[src/rtl/mult_div_unit_pkg.sv]
// Shared constants for the multicycle multiply/divide unit: op codes,
// FSM state encoding and the iteration count.
package mult_div_unit_pkg;

   localparam logic OP_MULT = 1'b0;
   localparam logic OP_DIV  = 1'b1;

   localparam int unsigned ITER  = 32;
   localparam int unsigned CNT_W = $clog2(ITER);

   typedef enum logic [2:0] {
      IDLE = 3'd0,
      MULT = 3'd1,
      DIV  = 3'd2,
      FIX  = 3'd3,
      DONE = 3'd4
   } state_t;

endpackage

[src/rtl/mult_div_unit_booth.sv]
// One radix-2 Booth iteration over {A, Q, q-1}: conditional add/sub of the
// multiplicand into A, then an arithmetic right shift of the whole register.
module booth_step #(
   parameter int unsigned WIDTH = 32
) (
   input  logic [2*WIDTH:0] acc,
   input  logic [WIDTH-1:0] mcand,
   output logic [2*WIDTH:0] next_c
);

   logic [WIDTH:0] a_ext;
   logic [WIDTH:0] m_ext;
   logic [WIDTH:0] sum;

   // Sum is kept one bit wider so its true sign survives into the shift,
   // which keeps the most-negative multiplicand exact.
   always_comb begin
      a_ext = {acc[2*WIDTH], acc[2*WIDTH:WIDTH+1]};
      m_ext = {mcand[WIDTH-1], mcand};
      case (acc[1:0])
         2'b01:   sum = a_ext + m_ext;
         2'b10:   sum = a_ext - m_ext;
         default: sum = a_ext;
      endcase
      next_c = {sum, acc[WIDTH:1]};
   end

endmodule

[src/rtl/mult_div_unit.sv]
// Multicycle signed multiply (Booth) / divide (restoring) unit writing HI/LO.
// One bit per cycle; done pulses for one cycle when HI/LO are updated.
module mult_div_unit
   import mult_div_unit_pkg::*;
#(
   parameter int unsigned WIDTH = 32
) (
   input  logic             clk,
   input  logic             reset,
   input  logic             start,
   input  logic             op,
   input  logic [WIDTH-1:0] in_regA,
   input  logic [WIDTH-1:0] in_regB,
   output logic             busy,
   output logic             done,
   output logic             div_zero,
   output logic [WIDTH-1:0] hi_out,
   output logic [WIDTH-1:0] lo_out
);

   state_t             state;
   logic [CNT_W-1:0]   cnt;
   logic               op_r;
   logic               dz_r;
   logic [2*WIDTH:0]   acc;
   logic [WIDTH-1:0]   mcand;
   logic [WIDTH-1:0]   rem;
   logic [WIDTH-1:0]   quo;
   logic [WIDTH:0]     dvsr;
   logic               sign_q;
   logic               sign_r;

   logic [2*WIDTH:0]   booth_next_c;
   logic [WIDTH-1:0]   mag_a;
   logic [WIDTH-1:0]   mag_b;
   logic [WIDTH:0]     shifted;
   logic               fits;

   booth_step #(.WIDTH(WIDTH)) u_booth (
      .acc    (acc),
      .mcand  (mcand),
      .next_c (booth_next_c)
   );

   // Operand magnitudes (|-2^31| is 2^31, exact as unsigned) and the
   // restoring-divide trial compare on a WIDTH+1 bit partial remainder.
   always_comb begin
      mag_a   = in_regA[WIDTH-1] ? WIDTH'(-in_regA) : in_regA;
      mag_b   = in_regB[WIDTH-1] ? WIDTH'(-in_regB) : in_regB;
      shifted = {rem, quo[WIDTH-1]};
      fits    = (shifted >= dvsr);
   end

   always_ff @(posedge clk or negedge reset) begin
      if (!reset) begin
         state    <= IDLE;
         cnt      <= '0;
         op_r     <= 1'b0;
         dz_r     <= 1'b0;
         acc      <= '0;
         mcand    <= '0;
         rem      <= '0;
         quo      <= '0;
         dvsr     <= '0;
         sign_q   <= 1'b0;
         sign_r   <= 1'b0;
         busy     <= 1'b0;
         done     <= 1'b0;
         div_zero <= 1'b0;
         hi_out   <= '0;
         lo_out   <= '0;
      end else begin
         done     <= 1'b0;
         div_zero <= 1'b0;
         case (state)
            IDLE: begin
               if (start) begin
                  op_r <= op;
                  cnt  <= '0;
                  busy <= 1'b1;
                  if (op == OP_MULT) begin
                     acc   <= {{WIDTH{1'b0}}, in_regB, 1'b0};
                     mcand <= in_regA;
                     state <= MULT;
                  end else if (in_regB != '0) begin
                     quo    <= mag_a;
                     rem    <= '0;
                     dvsr   <= {1'b0, mag_b};
                     sign_q <= in_regA[WIDTH-1] ^ in_regB[WIDTH-1];
                     sign_r <= in_regA[WIDTH-1];
                     state  <= DIV;
                  end else begin
                     dz_r  <= 1'b1;
                     state <= DONE;
                  end
               end
            end
            MULT: begin
               acc <= booth_next_c;
               cnt <= cnt + 1'b1;
               if (cnt == CNT_W'(ITER - 1)) state <= DONE;
            end
            DIV: begin
               rem <= fits ? WIDTH'(shifted - dvsr) : shifted[WIDTH-1:0];
               quo <= {quo[WIDTH-2:0], fits};
               cnt <= cnt + 1'b1;
               if (cnt == CNT_W'(ITER - 1)) state <= FIX;
            end
            FIX: begin
               // Quotient truncates toward zero; remainder follows the dividend.
               quo   <= sign_q ? WIDTH'(-quo) : quo;
               rem   <= sign_r ? WIDTH'(-rem) : rem;
               state <= DONE;
            end
            DONE: begin
               done     <= 1'b1;
               div_zero <= dz_r;
               busy     <= 1'b0;
               dz_r     <= 1'b0;
               if (!dz_r) begin
                  if (op_r == OP_MULT) begin
                     hi_out <= acc[2*WIDTH:WIDTH+1];
                     lo_out <= acc[WIDTH:1];
                  end else begin
                     hi_out <= rem;
                     lo_out <= quo;
                  end
               end
               state <= IDLE;
            end
            default: state <= IDLE;
         endcase
      end
   end

endmodule

[config.mk]
export PLATFORM = sky130hd
export DESIGN_NAME = mult_div_unit
export DESIGN_NICKNAME = d
export VERILOG_FILES = /design/src/rtl/mult_div_unit_pkg.sv /design/src/rtl/mult_div_unit_booth.sv /design/src/rtl/mult_div_unit.sv
export SDC_FILE = /design/constraint.sdc
export NUM_CORES = 1
export LEC_CHECK = 0
export CELL_PAD_IN_SITES_DETAIL_PLACEMENT = 1
export CELL_PAD_IN_SITES_GLOBAL_PLACEMENT = 2
export CORE_AREA = 2 2 228 230
export CTS_CLUSTER_SIZE = 20
export DETAILED_ROUTE_END_ITERATION = 12
export DIE_AREA = 0 0 230 232
export GPL_TIMING_DRIVEN = 0
export PLACE_DENSITY = 0.8
export SYNTH_ARGS = -nofsm -noshare
export SYNTH_HDL_FRONTEND = slang
export SYNTH_SLANG_ARGS = --single-unit
[constraint.sdc]
create_clock -name clk -period 4.8 [get_ports clk]
set_input_delay 0.48 -clock clk [delete_from_list [all_inputs] [get_ports clk]]
set_output_delay 0.48 -clock clk [all_outputs]
set_load 0.01 [all_outputs]
* After elaboration in Yosys (flattened, before gate mapping)
Cells that the tools add are included.
** Word-level totals
- Register bits :: 272
- Bits of input ports :: 68
** Cells by class
- Reductions and logical operators :: 19
- Magnitude comparators :: 1
- Add/subtract/negate cells :: 8
- Equal/unequal tests :: 17
- Bitwise logic cells :: 3
- Muxes and demuxes :: 35
** Operator list (count)
- two-way mux 32 bit :: 13
- case mux 32 bit (3 select lines) :: 2
- two-way mux 65 bit :: 2
- case mux 65 bit (2 select lines) :: 1
- negation 32 bit :: 4
- case mux 33 bit (2 select lines) :: 1
- adder 32 x 32 -> 33 bit :: 1
- greater-or-equal comparator 33 x 32 -> 1 bit :: 1
- subtractor 32 x 32 -> 33 bit :: 1
- nonzero test 32 bit :: 1
- subtractor 32 bit :: 1
- != test 2 bit, second input constant :: 9
- two-way mux 3 bit :: 5
- case mux 3 bit (4 select lines) :: 1
- AND reduction 4 bit :: 3
- case mux 5 bit (2 select lines) :: 1
- AND reduction 5 bit :: 2
- AND reduction 3 bit :: 3
- AND reduction 2 bit :: 4
- == test 3 x 2 -> 1 bit, second input constant :: 2
- two-way mux 1 bit :: 6
- nonzero test 2 bit :: 3
- adder 5 x 1 -> 5 bit, second input constant :: 1
- == test 5 bit, second input constant :: 1
- other kinds (12) :: 14

* Depth between registers and ports, before layout
Gate-level depths: netlist of the first run.
- Depth after elaboration :: 6
- Depth in mapped cells :: 20
- Mapped depth without buffers :: 19

* Modules after synthesis
From an unflattened synthesis of the first run, not the netlist that was laid out.
** Second synthesis, totals
- Cells, all modules :: 2310
- Area total of the unflattened synthesis :: 19392.3 µm²
** By module, submodules not included
- mult_div_unit :: cells each 1820, area each 16190.5 µm², seq. area each 6806.5 µm², instances 1
- booth_step :: cells each 490, area each 3201.8 µm², seq. area each 0.0 µm², instances 1

* Least setup slack after synthesis of the first run
Ideal clock, no wire load.
- Path kind :: register to register
- From :: reg mcand[10]
- To :: reg acc[64]
- Clock period less this slack :: 4.204 ns
- Cell stages (with the launch flop) :: 20
- Buffers on the path :: 1
- Setup time :: 0.095 ns
- Path slack :: 0.596 ns
- Data arrival time :: 4.109 ns
- Cells stage by stage :: dfrtp_1 or4_1 nor3_1 nor4b_1 nand2_1 nor2_1 nor2_1 xnor2_1 ha_1 clkbuf_1 nor3_1 nor2_1 o41a_1 a221o_1 a21o_1 a41oi_1 a21oi_1 a21oi_1 xnor2_1 o31ai_1
** Between the ends
- Cells in the longest elaborated chain, start to end :: 3
- Elaborated cells between the ends (all ways) :: 4
- Those cells by class :: add/sub (2); mux (2)
** Ends and longest elaborated chain
- from (decl) :: RTL line mult_div_unit.sv:26 : logic [WIDTH-1:0] mcand;
- from (signal assigned) :: RTL line mult_div_unit.sv:83 : mcand <= in_regA;
- subtractor 32 x 32 -> 33 bit / adder 32 x 32 -> 33 bit (equally long branches) :: RTL line mult_div_unit_booth.sv:22, mult_div_unit_booth.sv:21
- case mux 33 bit (2 select lines) * :: RTL line mult_div_unit_booth.sv:20 : case (acc[1:0])
- case mux 65 bit (2 select lines) * :: RTL line mult_div_unit.sv:75 : case (state)
- to (signal assigned) :: RTL line mult_div_unit.sv:82 : acc <= {{WIDTH{1'b0}}, in_regB, 1'b0};
- to (signal assigned) :: RTL line mult_div_unit.sv:99 : acc <= booth_next_c;
- to (decl) :: RTL line mult_div_unit.sv:25 : logic [2*WIDTH:0] acc;
Mark *: on every way between the ends. The rest lies on a longest branch, timed or not.
A chain may end at the register's enable or synchronous reset.

* Final worst setup path of the first run
- From :: reg mcand[10]
- To :: reg acc[63]
The elaborated chain is that of the path after synthesis.

==> results of run 1 <==
==> cells by family (layout without fill, tap and decap cells) <==
logic type | after synthesis | in the layout | synth area share [%]
AO/OA/AOI/OAI | 691 | 691 | 22.34
XOR/XNOR | 148 | 148 | 6.966
adder cells (fa/ha/maj) | 75 | 75 | 5.123
buffers and inverters | 199 | 401 | 4.142
flip-flops | 272 | 272 | 36.58
multiplexers | 149 | 149 | 8.250
AND/OR/NAND/NOR | 658 | 658 | 16.61
==> final cells by class <==
class	count	area (µm²)	area share [%]
Multi-Input combinational cell	1721	11120	50.01
Inverter	69	259.0	1.164
Sequential cell	272	6807	30.60
Timing Repair Buffer	137	1406	6.322
Tap cell	680	850.8	3.825
Buffer	129	510.5	2.295
Clock buffer	49	1031	4.635
Clock inverter	17	256.5	1.153
==> routing by layer <==
| layer | vias up | GRT usage, % |
|---|---|---|
| met4 | 0 | 9.073 |
| met2 | 384 | 46.82 |
| met5 | - | 0 |
| met3 | 97 | 2.910 |
| met1 | 9138 | 39.09 |
| li1 | 8250 | - |
==> critical path: cells and delay by family, from the launching register on <==
kind	cells	cell delay [ns]
DFF	1	0.40
and+or+nand+nor	6	1.58
adders and majority gates	1	0.33
buffers and inverters	1	0.08
muxes	1	0.22
xor gates and xnor gates	1	0.25
AOI/OAI and AO/OA	6	1.46
==> path summary, 6_finish.rpt <==
check                      depth (start not counted)   startpoint  slack [ns]       to
setup / recovery                                  16    mcand[10]        0.36  acc[63]
min in group asynchronous                          2        reset        0.56   quo[9]
setup reg to reg                                  16    mcand[10]        0.36  acc[63]
hold reg to reg                                    1       sign_r        0.51   sign_r
hold / removal                                     3  in_regB[30]        0.48  acc[31]
max in group asynchronous                          4        reset        2.79  rem[10]
==> report_power, final <==
| part | total [W] | internal, W | switching [W] |
|---|---|---|---|
| Clock | 0.00299 | 0.00184 | 0.00115 |
| Sequential | 0.00488 | 0.00336 | 0.00152 |
| Combinational | 0.0110 | 0.00453 | 0.00649 |
==> cell usage after synthesis, drive strengths merged, types with 15 or more instances <==
library cell    n
nand2         215
buf            24
nor2          212
o21ai         233
ha             73
a211oi         15
o31ai          23
dfrtp         272
nand2b         16
mux2           35
a21o           34
a21oi         232
or3            23
xor2           42
xnor2         106
clkbuf        106
nor3           61
or4            21
nand3          21
inv            69
nor4           20
o211ai         21
mux2i         114
==> cell usage in the layout (no fill, tap or decap), types with 22 or more instances in the layout <==
cell             synthesis  routed
o31ai_1                 22      22
ha_1                    73      73
mux2i_1                114     114
clkbuf_16                0      37
clkdlybuf4s50_1          0     131
nor2_1                 211     210
a21oi_1                232     230
xor2_1                  42      42
mux2_2                  35      35
o21ai_0                229     229
nand2_1                213     212
a21o_1                  34      34
or3_1                   22      22
dfrtp_1                272     272
inv_1                   69      69
nor3_1                  60      59
xnor2_1                106     106
clkbuf_1               106     109
==> metrics by stage <==
step | power [W] | hold WS (ns) | utilization [%] | TNS [ns]
2_1_floorplan | 0.01186 | 0.1844 | - | 0
3_3_place_gp | 0.01534 | 0.4898 | 40.84 | -2516.09
3_5_place_dp | 0.01567 | 0.4955 | 40.96 | -0.9733
4_1_cts | 0.01880 | 0.4331 | 43.56 | 0
5_1_grt | 0.02032 | 0.4905 | 43.71 | -0.002699
6_report | 0.01889 | 0.4798 | 43.71 | 0
==> what timing repair did <==
item / in CTS / in global routing
endpoints found under the hold margin: 24 / 0
endpoints found under the setup margin: 5 / 9
resized for setup: 4 / 16
cloned: 0 / 0
buffers inserted: 0 / 1
hold buffers: 1 / 0
==> state kept, by name, summed over array words and instances (netlist names), 3 cells and up <==
name    cells
acc        65
cnt         5
dvsr       32
hi_out     32
lo_out     32
mcand      32
quo        32
rem        32
state       3
==> out/metrics.csv, run 1 <==
stage,metric,value,unit
grt,initial antenna violation count,4,
floorplanning,Cell Rows,83,
sta,worst-margin pin slew,1.235,ns
synthesis,cell type with the highest aggregate area in the netlist,dfrtp_1,
clock_tree,number of buffers on the longest clock path,3,
synthesis,fraction of registers with async set or reset after synthesis,100.0,%
routing,via count,17870,
critical_path,cell type of the slowest stage on the worst timing path,or4_1,
critical_path,crit path launch type,flop,
sta,post-route clock skew,0.02704,ns
synthesis,count of state elements after synthesis,272,
clock_tree,Clock Latency Late Sink,0.56,ns
clock_tree,clock-pin slew reported for the worst setup and hold paths after clock tree synthesis,0.06,ns
floorplanning,number of I/O pins,135,
grt,overall routing resource usage,28.39,%
placed_design,port buffer count,132,
placed_design,setup slack after placement,-0.3007,ns
synthesis,"EDFF count, synth",0,
placed_design,placed standard-cell area,20840,µm²
final_layout,number of fill cells,6009,
clock_tree,clock tree from TritonCTS,built,
routing,vias per cell,5.813,
floorplanning,vertical extent of the die,232,µm
routing,Detailed Routing Iterations Pass 1,5,
routing,total wire length,75910,µm
sta,Max Freq,225.0,MHz
grt,number of global-route vias before repair,18630,
critical_path,stage delay of the slowest cell on the critical path,0.60,ns
clock_tree,clk root buf,clkbuf_16,
synthesis,synthesized instance count,2192,
routing,routed length on met3,3054,µm
critical_path,data arrival at the endpoint of the critical path,4.88,ns
power_and_ir_drop,peak supply drop,0.4236,mV
final_layout,growth of design area from synthesis to finish,19.53,%
sta,final critical-path required period,4.445,ns
critical_path,endpoint kind of the worst setup timing path,flop,
grt,largest net degree at the start of global routing,114,
synthesis,Syn Std Cell Area,18610,µm²
placed_design,estimated wirelength of the detail-placed design,59020,µm
routing,count of routing violations after the opening detailed-route iteration,1122,
power_and_ir_drop,standby leakage power,9.227,nW
placed_design,Placed Cells incl. Taps,3006,
sta,Final Hold Fails,0,
grt,first-pass GRT wire length,115900,µm
synthesis,sequential element share of the synthesized area,36.58,%
synthesis,most area-consuming cells after synthesis,"dfrtp_1 (37%), a21oi_1 (6.2%), o21ai_0 (6.2%)",
clock_tree,CTS HTree Levels,2,
run_status,run status,completed,
sta,tightest slew margin relative to the limit,17.64,%
synthesis,proportion of netlist area held by the largest area contributor,36.58,%
sta,final-report max-slew violation count,0,
routing,DRC Markers,0,
synthesis,most common flop cell mapped by yosys,dfrtp_1,
hold_path,class of the tightest hold or removal check,in2reg,
routing,Metal-1 WL,34800,µm
clock_tree,Sink Count,272,
placed_design,final RePlAce weighted congestion,0.9044,
routing,top sig layer,met4,
floorplanning,Total Die Area,53360,µm²
final_layout,post-route cell area,22240,µm²
final_layout,total inserted antenna cells,0,
synthesis,Yosys Warn Count,0,
sta,setup-violating endpoint count in the final report,0,
final_layout,"non-filler cells, final",3074,
critical_path,cells along the critical path,or4_1 -> nor3_4 -> nor4b_4 -> nor2_1 -> xnor2_1 -> ha_1 -> a21o_1 -> a21oi_2 -> inv_1 -> or3_1 -> a211o_1 -> a31oi_2 -> o21ai_0 -> a31oi_1 -> mux2i_1 -> nand2_1,
synthesis,library cells used by synthesis,77,
floorplanning,starting density of the core,36.57,%
synthesis,mean area per synthesized cell,8.490,µm²
critical_path,type of the worst setup path,reg2reg,
routing,mean routed wirelength per cell,24.69,µm
critical_path,required time reported for the critical path endpoint,5.23,ns
sta,crit share post-route,92.60,%
clock_tree,total CTS buffers,36,
routing,metal2 WL,35810,µm
critical_path,crit-path max FO,4,
run,max-capacitance violation count,0,
floorplanning,horizontal die dimension,230,µm
sta,worst-case setup margin in the final layout,0.3553,ns
grt,total gr overflow,0,
power_and_ir_drop,Pwr per Cell Area,849.3,nW/µm²
routing,remaining number of nets flagged by the antenna check after routing,0,
floorplanning,area inside the core boundary,50890,µm²
final_layout,fraction of final layout cells with drive strength greater than 1,6.391,%
final_layout,nets@finish,2509,
synthesis,Mapped Nets,2335,
(Power assumes the default switching activity.)
==> inputs of run 2 (changes only) <==
Settings changed: REMOVE_ABC_BUFFERS from default to 1.
==> run 2 against run 1 <==
Against the previous run: critical path depth is 2 higher; total power fell by 5.5%; fmax shrank 1.4%; sequential share of layout area is 0.32 points higher; final cell count down 3.4%; worst setup slack worse by 0.063 ns; sequential cell count unchanged; clock skew down 0.012 ns; worst hold slack better by 0.0099 ns.
==> out/metrics.csv, run 2 (synthesized netlist as in run 1, its figures left out) <==
stage,metric,value,unit,change
critical_path,cells along the critical path,or4_1 -> nor3_2 -> nor4b_4 -> nand2_1 -> nor2_1 -> nor2_1 -> xnor2_1 -> ha_2 -> nor3_1 -> nor2_1 -> o41a_1 -> a221o_1 -> a21o_1 -> a41oi_2 -> a21oi_1 -> a21oi_1 -> xnor2_1 -> o31ai_1,,was or4_1 -> nor3_4 -> nor4b_4 -> nor2_1 -> xnor2_1 -> ha_1 -> a21o_1 -> a21oi_2 -> inv_1 -> or3_1 -> a211o_1 -> a31oi_2 -> o21ai_0 -> a31oi_1 -> mux2i_1 -> nand2_1
sta,Max Freq,221.8,MHz,was 225.0 MHz
final_layout,total inserted antenna cells,0,,unchanged
routing,vias per cell,5.608,,was 5.813
power_and_ir_drop,peak supply drop,0.3467,mV,was 0.4236 mV
final_layout,footprint of the multi-input gates,11180,µm²,was 11120 µm²
grt,total gr overflow,0,,unchanged
power_and_ir_drop,switching power total,0.008235,W,was 0.009165 W
critical_path,Buf/Inv on CP,0,,was 1
floorplanning,horizontal die dimension,230,µm,unchanged
sta,final-report max-slew violation count,0,,unchanged
final_layout,growth of design area from synthesis to finish,18.40,%,was 19.53%
placed_design,setup slack after placement,-0.3210,ns,was -0.3007 ns
sta,post-route clock skew,0.01472,ns,was 0.02704 ns
critical_path,family with the most delay on the worst path,simple AND/OR/NAND/NOR gates,,unchanged
final_layout,footprint of the flip-flops and latches,6812,µm²,was 6807 µm²
run,max-capacitance violation count,0,,unchanged
critical_path,crit path launch type,flop,,unchanged
critical_path,data arrival at the endpoint of the critical path,4.96,ns,was 4.88 ns
final_layout,post-route cell area,22030,µm²,was 22240 µm²
critical_path,type of the worst setup path,reg2reg,,unchanged
placed_design,placed standard-cell area,20780,µm²,was 20840 µm²
critical_path,required time reported for the critical path endpoint,5.26,ns,was 5.23 ns
floorplanning,vertical extent of the die,232,µm,unchanged
clock_tree,clock-pin slew reported for the worst setup and hold paths after clock tree synthesis,0.06,ns,about the same
routing,mean routed wirelength per cell,21.16,µm,was 24.69 µm
final_layout,fraction of final layout cells with drive strength greater than 1,7.430,%,was 6.391%
critical_path,setup slack of the worst register-to-register path,0.29,ns,was 0.36 ns
run_status,run status,completed,,unchanged
power_and_ir_drop,portion of total power attributed to combinational logic,58.0,%,was 58.3%
final_layout,nets@finish,2408,,was 2509
power_and_ir_drop,internal power summed over all cells,0.009625,W,was 0.009727 W
sta,final critical-path required period,4.508,ns,was 4.445 ns
placed_design,final RePlAce weighted congestion,0.8948,,was 0.9044
clock_tree,total CTS buffers,36,,unchanged
routing,DRC Markers,0,,unchanged
placed_design,port buffer count,134,,was 132
routing,remaining number of nets flagged by the antenna check after routing,0,,unchanged
critical_path,stage delay of the slowest cell on the critical path,0.57,ns,was 0.60 ns
sta,unrepaired setup endpoints after global routing,no,,
grt,overall routing resource usage,23.71,%,was 28.39%
critical_path,launch point of the critical path,mcand[9],,was mcand[10]
sta,WHS,0.4898,ns,was 0.4798 ns
floorplanning,starting density of the core,36.57,%,unchanged
sta,Total Negative Setup Slacks,0,ns,unchanged
sta,tightest slew margin relative to the limit,14.70,%,was 17.64%
critical_path,reg-to-reg startpoint,mcand[9],,was mcand[10]
critical_path,destination of the critical timing path,acc[64],,was acc[63]
routing,count of routing violations after the opening detailed-route iteration,1010,,was 1122
critical_path,Reg2Reg Depth,18,,was 16
clock_tree,Sink Count,272,,unchanged
floorplanning,Cell Rows,83,,unchanged
final_layout,"commonest non-fill, non-tap cells in the layout","dfrtp_1 (270), a21oi_1 (232), o21ai_0 (228)",,"was dfrtp_1 (272), a21oi_1 (230), o21ai_0 (229)"
final_layout,flip-flop count of the largest register after layout,65,,unchanged
critical_path,WP depth,18,,was 16
sta,worst-case setup margin in the final layout,0.2923,ns,was 0.3553 ns
sta,crit share post-route,93.91,%,was 92.60%
grt,number of global-route vias before repair,17250,,was 18630
placed_design,estimated wirelength of the detail-placed design,47460,µm,was 59020 µm
power_and_ir_drop,fraction of power spent switching nets,46.11,%,was 48.51%
critical_path,crit-path max FO,9,,was 4
clock_tree,clk root buf,clkbuf_16,,unchanged
clock_tree,CTS HTree Levels,2,,unchanged
critical_path,capturing point of the worst reg2reg path,acc[64],,was acc[63]
routing,total wire length,62790,µm,was 75910 µm
critical_path,cell type of the slowest stage on the worst timing path,or4_1,,unchanged
critical_path,endpoint kind of the worst setup timing path,flop,,unchanged
power_and_ir_drop,register share of total power,26.6,%,was 25.8%
power_and_ir_drop,"sum of internal, switching and leakage power",0.01786,W,was 0.01889 W
floorplanning,Total Die Area,53360,µm²,unchanged
critical_path,cell seen most often among critical-path stages,nor2_1,,
clock_tree,number of buffers on the longest clock path,3,,unchanged
sta,setup-violating endpoint count in the final report,0,,unchanged
floorplanning,area inside the core boundary,50890,µm²,unchanged
grt,largest net degree at the start of global routing,104,,was 114
routing,via count,16650,,was 17870
power_and_ir_drop,standby leakage power,9.165,nW,was 9.227 nW
routing,Detailed Routing Iterations Pass 1,5,,unchanged
power_and_ir_drop,Clock Power Share,15.3,%,was 15.8%
final_layout,number of fill cells,6004,,was 6009
floorplanning,number of I/O pins,135,,unchanged
grt,initial antenna violation count,0,,was 4
sta,worst-margin pin slew,1.279,ns,was 1.235 ns
clock_tree,Clock Latency Late Sink,0.55,ns,was 0.56 ns
grt,first-pass GRT wire length,99970,µm,was 115900 µm
sta,Final Hold Fails,0,,unchanged
final_layout,most common library cell in the layout ignoring fill and taps,dfrtp_1,,unchanged
clock_tree,clock tree from TritonCTS,built,,unchanged
power_and_ir_drop,Pwr per Cell Area,810.7,nW/µm²,was 849.3 nW/µm²
final_layout,top register by number of flip-flops,acc,,unchanged
hold_path,class of the tightest hold or removal check,reg2reg,,was in2reg
-- run 2: cell count changes in the layout (fill, tap and decap cells not counted), moves of 3 or more --
cell / change
buf_4: +9
clkbuf_8: -3
buf_1: -12
buf_12: +8
buf_2: -8
clkbuf_1: -98
clkinv_4: -3
nor2_1: -4
buf_6: +5
-- run 2: worst reg2reg max path: cells and delay by family (launching register included) --
kind                       cells  cell delay [ns]
xor gates and xnor gates       2             0.30
AOI/OAI and AO/OA              7             1.50
DFF                            1             0.42
and+or+nand+nor                8             1.84
adders and majority gates      1             0.37
-- run 2: power groups by stage --
stage                     logic [W]  clock network, W  registers [W]
after global placement      0.00999                 0        0.00485
after CTS                    0.0104           0.00282        0.00474
final                        0.0104           0.00274        0.00476
after global routing         0.0116           0.00290        0.00495
after floorplan             0.00742                 0        0.00444
after detailed placement     0.0103                 0        0.00476
-- run 2: worst min-delay path by stage --
stage / slack [ns] / depth (start not counted) / end / startpoint
finish: 0.49 / 2 / busy / busy
global route: 0.53 / 2 / acc[20] / acc[20]
CTS: 0.50 / 2 / busy / busy
detailed placement: 0.48 / 2 / busy / busy
global placement: 0.48 / 2 / acc[10] / acc[10]
floorplan: 0.18 / 0 / acc[0] / reset
-- run 2: what timing repair did --
action | in CTS | in global routing
hold endpoints to repair | 21 | 0
gates resized for setup | 4 | 10
setup buffers | 0 | 0
hold buffers | 1 | 0
setup endpoints to repair | 30 | 29
-- run 2: per-layer routing --
layer  up-vias  track usage [%]  routed length (µm)
li1       8042                -                   -
met1      8327            32.56               29910
met2       211            39.56               29720
met3        66            2.456                1782
met4         0            6.794                1378
met5         -                0                   0
-- run 2: stage by stage --
step / utilization, % / cells
6_report: 43.30 / 2968
5_1_grt: 43.30 / 2968
4_1_cts: 43.20 / 2968
3_5_place_dp: 40.85 / 2906
3_3_place_gp: 39.87 / 2876
2_1_floorplan: - / 2062
-- run 2: layout make-up --
cell class                 instances  share of cell area, %
timing repair buffer             165                  7.996
sequential                       272                  30.92
clock inverter                    10                 0.6928
clock buffer                      51                  4.577
tap                              680                  3.862
multi-input combinational       1721                  50.76
inverter                          69                  1.193
